[config.mk]
export PLATFORM = sky130hd
export DESIGN_NAME = alu_sched
export DESIGN_NICKNAME = d
export VERILOG_FILES = /design/src/rtl/alu_sched_pkg.sv /design/src/rtl/alu.sv /design/src/rtl/alu_sched_rr_arb.sv /design/src/rtl/alu_sched.sv
export SDC_FILE = /design/constraint.sdc
export NUM_CORES = 1
export LEC_CHECK = 0
export ABC_AREA = 1
export BUFFER_PORTS_ARGS = -buffer_cell sky130_fd_sc_hd__buf_2
export CORE_ASPECT_RATIO = 0.6
export CORE_UTILIZATION = 35
export CTS_CLUSTER_SIZE = 12
export DETAILED_ROUTE_END_ITERATION = 10
export SETUP_SLACK_MARGIN = 0.3
export SLEW_MARGIN = 0
export SYNTH_ARGS = -nofsm -noshare
export SYNTH_HDL_FRONTEND = slang
export SYNTH_HIERARCHICAL = 1
export SYNTH_SLANG_ARGS = --single-unit
[constraint.sdc]
create_clock -name clk -period 5.71 [get_ports clk]
set_input_delay 1.142 -clock clk [delete_from_list [all_inputs] [get_ports clk]]
set_output_delay 1.142 -clock clk [all_outputs]
set_load 0.01 [all_outputs]
[src/rtl/alu_sched_pkg.sv]
`default_nettype none
// ============================================================================
//  Module   : alu_sched_pkg
//  Brief    : Shared op codes, FSM state encoding and flag bit positions for
//             the ALU scheduler and its shared 32-bit ALU.
//  Revision : 1.0  initial release
// ============================================================================
package alu_sched_pkg;

    // ALU op codes
    localparam logic [1:0] ALU_ADD = 2'b00;
    localparam logic [1:0] ALU_SUB = 2'b01;
    localparam logic [1:0] ALU_AND = 2'b10;
    localparam logic [1:0] ALU_ROR = 2'b11;

    // Bit positions inside the {N,Z,C,V} nibble
    localparam int FLAG_N = 3;
    localparam int FLAG_Z = 2;
    localparam int FLAG_C = 1;
    localparam int FLAG_V = 0;

    // Scheduler FSM states
    typedef enum logic [1:0] {
        S_IDLE    = 2'd0,
        S_EXEC_LO = 2'd1,
        S_EXEC_HI = 2'd2,
        S_RESP    = 2'd3
    } state_t;

    // SUB and ROR have no 64-bit form; requesting one is an error
    function automatic logic is_illegal_wide(input logic [1:0] op);
        return (op == ALU_SUB) || (op == ALU_ROR);
    endfunction

endpackage
`default_nettype wire

[src/rtl/alu.sv]
`default_nettype none
// ============================================================================
//  Module   : alu
//  Brief    : 32-bit ALU. ADD with carry-in, SUB (in2-in1, C = no borrow),
//             AND, ROR (in2 rotated right by in1[4:0]). Produces N,Z,C,V.
//  Revision : 1.0  initial release
// ============================================================================
module alu
    import alu_sched_pkg::*;
(
    input  logic [31:0] i_in1,
    input  logic [31:0] i_in2,
    input  logic [1:0]  i_op,
    input  logic        i_cin,
    output logic [31:0] o_out,
    output logic        o_n,
    output logic        o_z,
    output logic        o_c,
    output logic        o_v
);

    logic [32:0] w_sum;
    logic [32:0] w_diff;
    logic [4:0]  w_amt;
    logic [31:0] w_rot;
    logic [31:0] w_res;

    assign w_sum  = {1'b0, i_in1} + {1'b0, i_in2} + {32'd0, i_cin};
    assign w_diff = {1'b0, i_in2} - {1'b0, i_in1};
    // Rotation uses only the low five bits; a shift by 32 yields zero when amt is 0
    assign w_amt  = i_in1[4:0];
    assign w_rot  = (i_in2 >> w_amt) | (i_in2 << (6'd32 - {1'b0, w_amt}));

    // Op decode: result, carry and overflow per op
    always_comb begin
        w_res = 32'd0;
        o_c   = 1'b0;
        o_v   = 1'b0;
        case (i_op)
            ALU_ADD: begin
                w_res = w_sum[31:0];
                o_c   = w_sum[32];
                o_v   = (i_in1[31] == i_in2[31]) && (w_sum[31] != i_in1[31]);
            end
            ALU_SUB: begin
                w_res = w_diff[31:0];
                o_c   = ~w_diff[32];
                o_v   = (i_in2[31] != i_in1[31]) && (w_diff[31] != i_in2[31]);
            end
            ALU_AND: begin
                w_res = i_in1 & i_in2;
            end
            default: begin
                w_res = w_rot;
                o_c   = (w_amt != 5'd0) ? w_rot[31] : 1'b0;
            end
        endcase
    end

    assign o_out = w_res;
    assign o_n   = w_res[31];
    assign o_z   = (w_res == 32'd0);

endmodule
`default_nettype wire

[src/rtl/alu_sched_rr_arb.sv]
`default_nettype none
// ============================================================================
//  Module   : alu_sched_rr_arb
//  Brief    : Two-way round-robin arbiter. A lone requester always wins; on
//             contention the pointer selects the winner.
//  Revision : 1.0  initial release
// ============================================================================
module alu_sched_rr_arb (
    input  logic i_valid0,
    input  logic i_valid1,
    input  logic i_ptr,
    output logic o_any,
    output logic o_gnt
);

    assign o_any = i_valid0 | i_valid1;

    // Grant selection: pointer only matters when both request
    always_comb begin
        o_gnt = 1'b0;
        if (i_valid0 && i_valid1) begin
            o_gnt = i_ptr;
        end else if (i_valid1) begin
            o_gnt = 1'b1;
        end
    end

endmodule
`default_nettype wire

[src/rtl/alu_sched.sv]
`default_nettype none
// ============================================================================
//  Module   : alu_sched
//  Brief    : Shares one 32-bit ALU between two requesters with round-robin
//             arbitration, sequences 64-bit ops as two passes with carry
//             chaining, owns the NZCV register and returns results over a
//             valid/ready response channel.
//  Options  : ALU_SCHED_PERF_EN adds per-requester response counters.
//  Revision : 1.0  initial release
// ============================================================================
module alu_sched
    import alu_sched_pkg::*;
#(
    parameter logic RR_INIT = 1'b0
) (
    input  logic        clk,
    input  logic        reset,
    input  logic        r0_valid,
    output logic        r0_ready,
    input  logic [1:0]  r0_op,
    input  logic        r0_wide,
    input  logic        r0_cin_en,
    input  logic [63:0] r0_a,
    input  logic [63:0] r0_b,
    input  logic        r1_valid,
    output logic        r1_ready,
    input  logic [1:0]  r1_op,
    input  logic        r1_wide,
    input  logic        r1_cin_en,
    input  logic [63:0] r1_a,
    input  logic [63:0] r1_b,
    output logic        rs_valid,
    input  logic        rs_ready,
    output logic        rs_id,
    output logic [63:0] rs_result,
    output logic [3:0]  rs_flags,
    output logic        rs_err,
`ifdef ALU_SCHED_PERF_EN
    output logic [15:0] perf_ops0,
    output logic [15:0] perf_ops1,
`endif
    output logic [3:0]  flags_nzcv
);

    state_t      r_state;
    state_t      w_state_nxt;

    logic        r_rr;
    logic        r_id;
    logic [1:0]  r_op;
    logic        r_wide;
    logic        r_cin_en;
    logic [63:0] r_a;
    logic [63:0] r_b;

    // Only the low-pass Z and C feed the high pass merge; N and V are superseded
    logic [31:0] r_lo_res;
    logic        r_lo_z;
    logic        r_lo_c;

    logic        w_any;
    logic        w_gnt;
    logic        w_accept;
    logic [1:0]  w_sel_op;
    logic        w_sel_wide;
    logic        w_sel_cin_en;
    logic [63:0] w_sel_a;
    logic [63:0] w_sel_b;
    logic        w_illegal;
    logic        w_hi;
    logic        w_finish;

    logic [31:0] w_alu_in1;
    logic [31:0] w_alu_in2;
    logic        w_alu_cin;
    logic [31:0] w_alu_out;
    logic        w_alu_n;
    logic        w_alu_z;
    logic        w_alu_c;
    logic        w_alu_v;

    logic [3:0]  w_new_flags;
    logic [63:0] w_new_result;

    alu_sched_rr_arb u_arb (
        .i_valid0 (r0_valid),
        .i_valid1 (r1_valid),
        .i_ptr    (r_rr),
        .o_any    (w_any),
        .o_gnt    (w_gnt)
    );

    alu u_alu (
        .i_in1 (w_alu_in1),
        .i_in2 (w_alu_in2),
        .i_op  (r_op),
        .i_cin (w_alu_cin),
        .o_out (w_alu_out),
        .o_n   (w_alu_n),
        .o_z   (w_alu_z),
        .o_c   (w_alu_c),
        .o_v   (w_alu_v)
    );

    assign w_accept     = (r_state == S_IDLE) && w_any;
    assign r0_ready     = w_accept && !w_gnt;
    assign r1_ready     = w_accept && w_gnt;

    assign w_sel_op     = w_gnt ? r1_op     : r0_op;
    assign w_sel_wide   = w_gnt ? r1_wide   : r0_wide;
    assign w_sel_cin_en = w_gnt ? r1_cin_en : r0_cin_en;
    assign w_sel_a      = w_gnt ? r1_a      : r0_a;
    assign w_sel_b      = w_gnt ? r1_b      : r0_b;
    assign w_illegal    = w_sel_wide && is_illegal_wide(w_sel_op);

    assign w_hi         = (r_state == S_EXEC_HI);
    assign w_finish     = ((r_state == S_EXEC_LO) && !r_wide) || w_hi;
    assign w_alu_in1    = w_hi ? r_a[63:32] : r_a[31:0];
    assign w_alu_in2    = w_hi ? r_b[63:32] : r_b[31:0];
    assign rs_valid     = (r_state == S_RESP);

    // Carry-in: high pass chains the low-pass carry, low pass optionally uses stored C
    always_comb begin
        w_alu_cin = 1'b0;
        if (r_op == ALU_ADD) begin
            if (w_hi) begin
                w_alu_cin = r_lo_c;
            end else begin
                w_alu_cin = r_cin_en && flags_nzcv[FLAG_C];
            end
        end
    end

    // Flag merge for the pass that completes the op
    always_comb begin
        w_new_flags         = 4'd0;
        w_new_flags[FLAG_N] = w_alu_n;
        w_new_flags[FLAG_Z] = w_hi ? (w_alu_z && r_lo_z) : w_alu_z;
        w_new_flags[FLAG_C] = w_alu_c;
        w_new_flags[FLAG_V] = w_alu_v;
        if (r_op == ALU_AND) begin
            w_new_flags[FLAG_C] = flags_nzcv[FLAG_C];
            w_new_flags[FLAG_V] = flags_nzcv[FLAG_V];
        end else if (r_op == ALU_ROR) begin
            w_new_flags[FLAG_V] = flags_nzcv[FLAG_V];
        end
    end

    assign w_new_result = w_hi ? {w_alu_out, r_lo_res} : {32'd0, w_alu_out};

    // FSM state register
    always_ff @(posedge clk) begin
        if (reset) begin
            r_state <= S_IDLE;
        end else begin
            r_state <= w_state_nxt;
        end
    end

    // FSM next-state logic
    always_comb begin
        w_state_nxt = r_state;
        case (r_state)
            S_IDLE: begin
                if (w_accept) begin
                    w_state_nxt = w_illegal ? S_RESP : S_EXEC_LO;
                end
            end
            S_EXEC_LO: w_state_nxt = r_wide ? S_EXEC_HI : S_RESP;
            S_EXEC_HI: w_state_nxt = S_RESP;
            default: begin
                if (rs_ready) begin
                    w_state_nxt = S_IDLE;
                end
            end
        endcase
    end

    // Operand capture, pass results, response registers and the flag register
    always_ff @(posedge clk) begin
        if (reset) begin
            r_rr       <= RR_INIT;
            r_id       <= 1'b0;
            r_op       <= ALU_ADD;
            r_wide     <= 1'b0;
            r_cin_en   <= 1'b0;
            r_a        <= 64'd0;
            r_b        <= 64'd0;
            r_lo_res   <= 32'd0;
            r_lo_z     <= 1'b0;
            r_lo_c     <= 1'b0;
            rs_id      <= 1'b0;
            rs_result  <= 64'd0;
            rs_flags   <= 4'd0;
            rs_err     <= 1'b0;
            flags_nzcv <= 4'd0;
        end else begin
            if (w_accept) begin
                r_rr     <= !w_gnt;
                r_id     <= w_gnt;
                r_op     <= w_sel_op;
                r_wide   <= w_sel_wide;
                r_cin_en <= w_sel_cin_en;
                r_a      <= w_sel_a;
                r_b      <= w_sel_b;
                if (w_illegal) begin
                    rs_id     <= w_gnt;
                    rs_result <= 64'd0;
                    rs_flags  <= 4'd0;
                    rs_err    <= 1'b1;
                end
            end
            if (r_state == S_EXEC_LO) begin
                r_lo_res <= w_alu_out;
                r_lo_z   <= w_alu_z;
                r_lo_c   <= w_alu_c;
            end
            if (w_finish) begin
                rs_id      <= r_id;
                rs_result  <= w_new_result;
                rs_flags   <= w_new_flags;
                rs_err     <= 1'b0;
                flags_nzcv <= w_new_flags;
            end
        end
    end

`ifdef ALU_SCHED_PERF_EN
    // Saturating per-requester count of handshaken responses
    always_ff @(posedge clk) begin
        if (reset) begin
            perf_ops0 <= 16'd0;
            perf_ops1 <= 16'd0;
        end else if (rs_valid && rs_ready) begin
            if (!rs_id && (perf_ops0 != 16'hFFFF)) begin
                perf_ops0 <= perf_ops0 + 16'd1;
            end
            if (rs_id && (perf_ops1 != 16'hFFFF)) begin
                perf_ops1 <= perf_ops1 + 16'd1;
            end
        end
    end
`endif

endmodule
`default_nettype wire

==> impl_metrics.tcl <==
set metrics [dict create \
    final_core_util_pct 41.2 \
    dp.cells 4405 \
    totalWireLength_um 90700 \
    hold_viol_final 0 \
    fin_nets 4032 \
    startpoint_type "flip-flop" \
    post-route-drc-count 0 \
    synth_edf_count 0 \
    leakagePower_nw 11.1 \
    worst_pin_slew_ns 1.10 \
    ys_ff_latch 244 \
    reg2regPathDepth 27 \
    core_um2 54900 \
    start_util_pct 35.9 \
    seq_area_frac_synth_pct 24.8 \
    hp-class "flip-flop to flip-flop" \
    dieArea_um2 57400 \
    ioPinCount 346 \
    p_per_area_nw_per_um2 693 \
    maxCapViolCount 0 \
    cp_common_cell "nor2_1" \
    status "completed" \
    multi_input_area_um2 12800 \
    finalClockSkew_ns 0.0560 \
    netlist_top_cells_area "nand2_1 25%, dfxtp_1 25%, nand3_1 15%" \
    r2r-end "rs_flags[2]" \
    avgViaCountPerCell 5.46 \
    grt.total_usage_pct 30.9 \
    clock_path_buffers 3 \
    async_reset_ff_share_pct 0 \
    vias 24292 \
    cp_top_family "simple AND/OR/NAND/NOR gates" \
    synth_compound_area_share_pct 12.5 \
    syn_inst 3470 \
    endpoint "rs_flags[2]" \
    layout.area.seq_um2 4880 \
    avgSynthCellArea_um2 5.69 \
    vdd_drop_max_v 0.000321 \
    cp_data_arrival_time_ns 5.63 \
    die_width_um 309 \
    synth_flop_cell "dfxtp_1" \
    cp-startpoint "r_state[0]" \
    min_from "rs_result[30]" \
    drive_gt1_share_pct 12.7 \
    antenna_found_initial 4 \
    cp_slowest_cell "nor4_1" \
    min_path_cells 2 \
    r2r_setup_slack_ns 0.62 \
    synth_area_um2 19700 \
    synth-simple-area-share_pct 47.0 \
    first_global_vias 21882 \
    yosysTopAreaCellShare_pct 25.3 \
    hpwl_um 70300 \
    path_clk_slew_ns 0.07 \
    final_antenna_net_count 0 \
    cp_max_fo 19 \
    total_power_w 0.0157 \
    fin_cells 4451 \
    cp.required_ns 6.24 \
    yosysTopAreaCell "nand2_1" \
    fillCellCount 6133 \
    drv_slew 0 \
    period_share_pct 89.2 \
    area_growth_syn_to_layout_pct 14.7 \
    end_kind "flip-flop" \
    h-tree-depth 1 \
    synth_top_family_by_area "simple AND/OR/NAND/NOR gates" \
    yosys_warnings 6 \
    muxShareOfSynthArea_pct 0 \
    setup_tns_ns 0 \
    r2r-start "r_state[0]" \
    slowest_delay_ns 0.49 \
    relSlewSlack_pct 26.4 \
    clkSinkCount 244 \
    numCtsBuffers 26 \
    grt.overflow.total 0 \
    drtIter0Drc 3360 \
    cts_setup_buffers 0 \
    grt_pass1_wl_um 134000 \
    crit_buf_inv 5 \
    synth_xor_area_share_pct 0.0888 \
    synth_fa_ha_area_share_pct 5.06 \
    fmax_ghz 0.196 \
    rsz0062_at_grt "no" \
    clkLatencyLatePin_ns 0.60 \
    setup_viol_count_final 0 \
    die_y_um 186 \
    cts_tree "built" \
    grt_start_max_net_pins 143 \
    worst-path-stages 27 \
    io_buffers 345 \
    syn-num-nets 3817 \
    gp_congestion 1.10 \
    wl_per_cell_um 20.4 \
    path_class "flip-flop to flip-flop" \
    synth_cell_type_count 40 \
    fin_crit_ns 5.09 \
    root_buffer "clkbuf_16" \
    rows 66 \
    drt_first_pass_iters 6 \
]
worst min path at each step:
| stage | to | slack (ns) |
|---|---|---|
| 6_report | rs_result[30] | 0.46 |
| 5_1_grt | rs_result[25] | 0.48 |
| 4_1_cts | rs_result[29] | 0.46 |
| 3_5_place_dp | rs_result[29] | 0.45 |
| 3_3_place_gp | rs_result[9] | 0.45 |
| 2_1_floorplan | r_lo_res[0] | 0.46 |
power breakdown:
part	total (W)	internal [W]	switching, W	leakage, nW
combinational	0.0116	0.00302	0.00856	8.68
sequential	0.00249	0.00221	0.000280	2.00
clock	0.00163	0.000876	0.000752	0.375
total	0.0157	0.00611	0.00959	11.1
stage by stage:
stage               setup WS (ns)  hold WS, ns  area, um^2
finish                      0.618        0.458       22600
CTS                         0.752        0.460       22600
global route                0.322        0.477       22600
floorplan                    1.82        0.463       19700
detailed placement          0.778        0.451       21800
global placement            0.861        0.450       21800
per-layer routing:
metal	wire, um	GRT usage (%)	vias to the layer above
li1	-	-	11778
met1	40800	43.1	11159
met2	33700	40.7	1208
met3	13900	16.1	131
met4	1780	6.39	16
met5	541	2.76	-
final cells by class:
class | count | area share, %
Multi-Input combinational cell | 2729 | 56.5
Sequential cell | 244 | 21.6
Timing Repair Buffer | 399 | 9.56
Inverter | 285 | 4.74
Tap cell | 748 | 4.13
Clock buffer | 36 | 3.17
Clock inverter | 4 | 0.232
Antenna cell | 6 | 0.0663
state kept, by name, summed over array words and instances, names as in the netlist, 2 cells and up:
signal and flops:
r_a 64, r_b 64, rs_result 64, r_lo_res 32
flags_nzcv 4, rs_flags 4, r_op 2, r_state 2
cells in the mapped netlist (2+ instances only):
cell / instances
nand2_1: 1330
nand3_1: 578
inv_1: 276
dfxtp_1: 244
nor2_1: 207
a21oi_1: 156
a31oi_1: 135
o21ai_0: 107
clkbuf_1: 104
ha_1: 75
buf_2: 72
nand4_1: 43
buf_4: 15
o211ai_1: 14
nor3_1: 12
buf_1: 11
buf_6: 10
and2_1: 9
o21bai_1: 9
inv_2: 8
nand2_2: 7
nand3b_1: 7
nor2_2: 7
o21a_1: 4
a21boi_0: 3
fa_1: 3
o2111ai_1: 3
o21ai_1: 3
a21o_1: 2
nand3_2: 2
nand4_2: 2
nor4_1: 2
or2_2: 2
xor2_1: 2
layout by cell type, fill, tap and decap left out, types with 3 or more instances in the layout:
cell and instances:
a21boi_0 3, nor2_2 5, nand4_1 43, dfxtp_1 244, nand3b_1 7, inv_2 9, nand2_2 6, buf_2 344
o21ai_0 107, inv_1 274, fa_1 3, nand3_2 3, buf_4 52, nor2_1 207, o211ai_1 14, nor3_1 11
nand3_1 577, clkbuf_8 3, o21bai_1 9, clkbuf_1 7, nor2_4 3, o21a_1 4, o2111ai_1 3, a31oi_1 135
a21oi_1 156, o21ai_1 3, diode_2 6, clkbuf_16 26, ha_1 73, and2_1 9, nand2_1 1329
logic make-up (layout without fill, tap and decap cells):
| kind of cell | Yosys count | in the layout |
|---|---|---|
| fa+ha+maj | 78 | 78 |
| other cells | 0 | 6 |
| buf+inv | 497 | 724 |
| flops | 244 | 244 |
| simple gates | 2210 | 2210 |
| xor+xnor | 2 | 2 |
| compound gates | 439 | 439 |
tightest hold or removal path, stage by stage (launching register included):
cell and delay [ns]:
dfxtp_1 0.31, nand2_1 0.06, a21oi_1 0.05
what timing repair did:
item,CTS,global route
resized for setup,0,2
hold endpoints to repair,0,0
hold buffers,0,0
setup endpoints to repair,0,1
(Power assumes the default switching activity.)
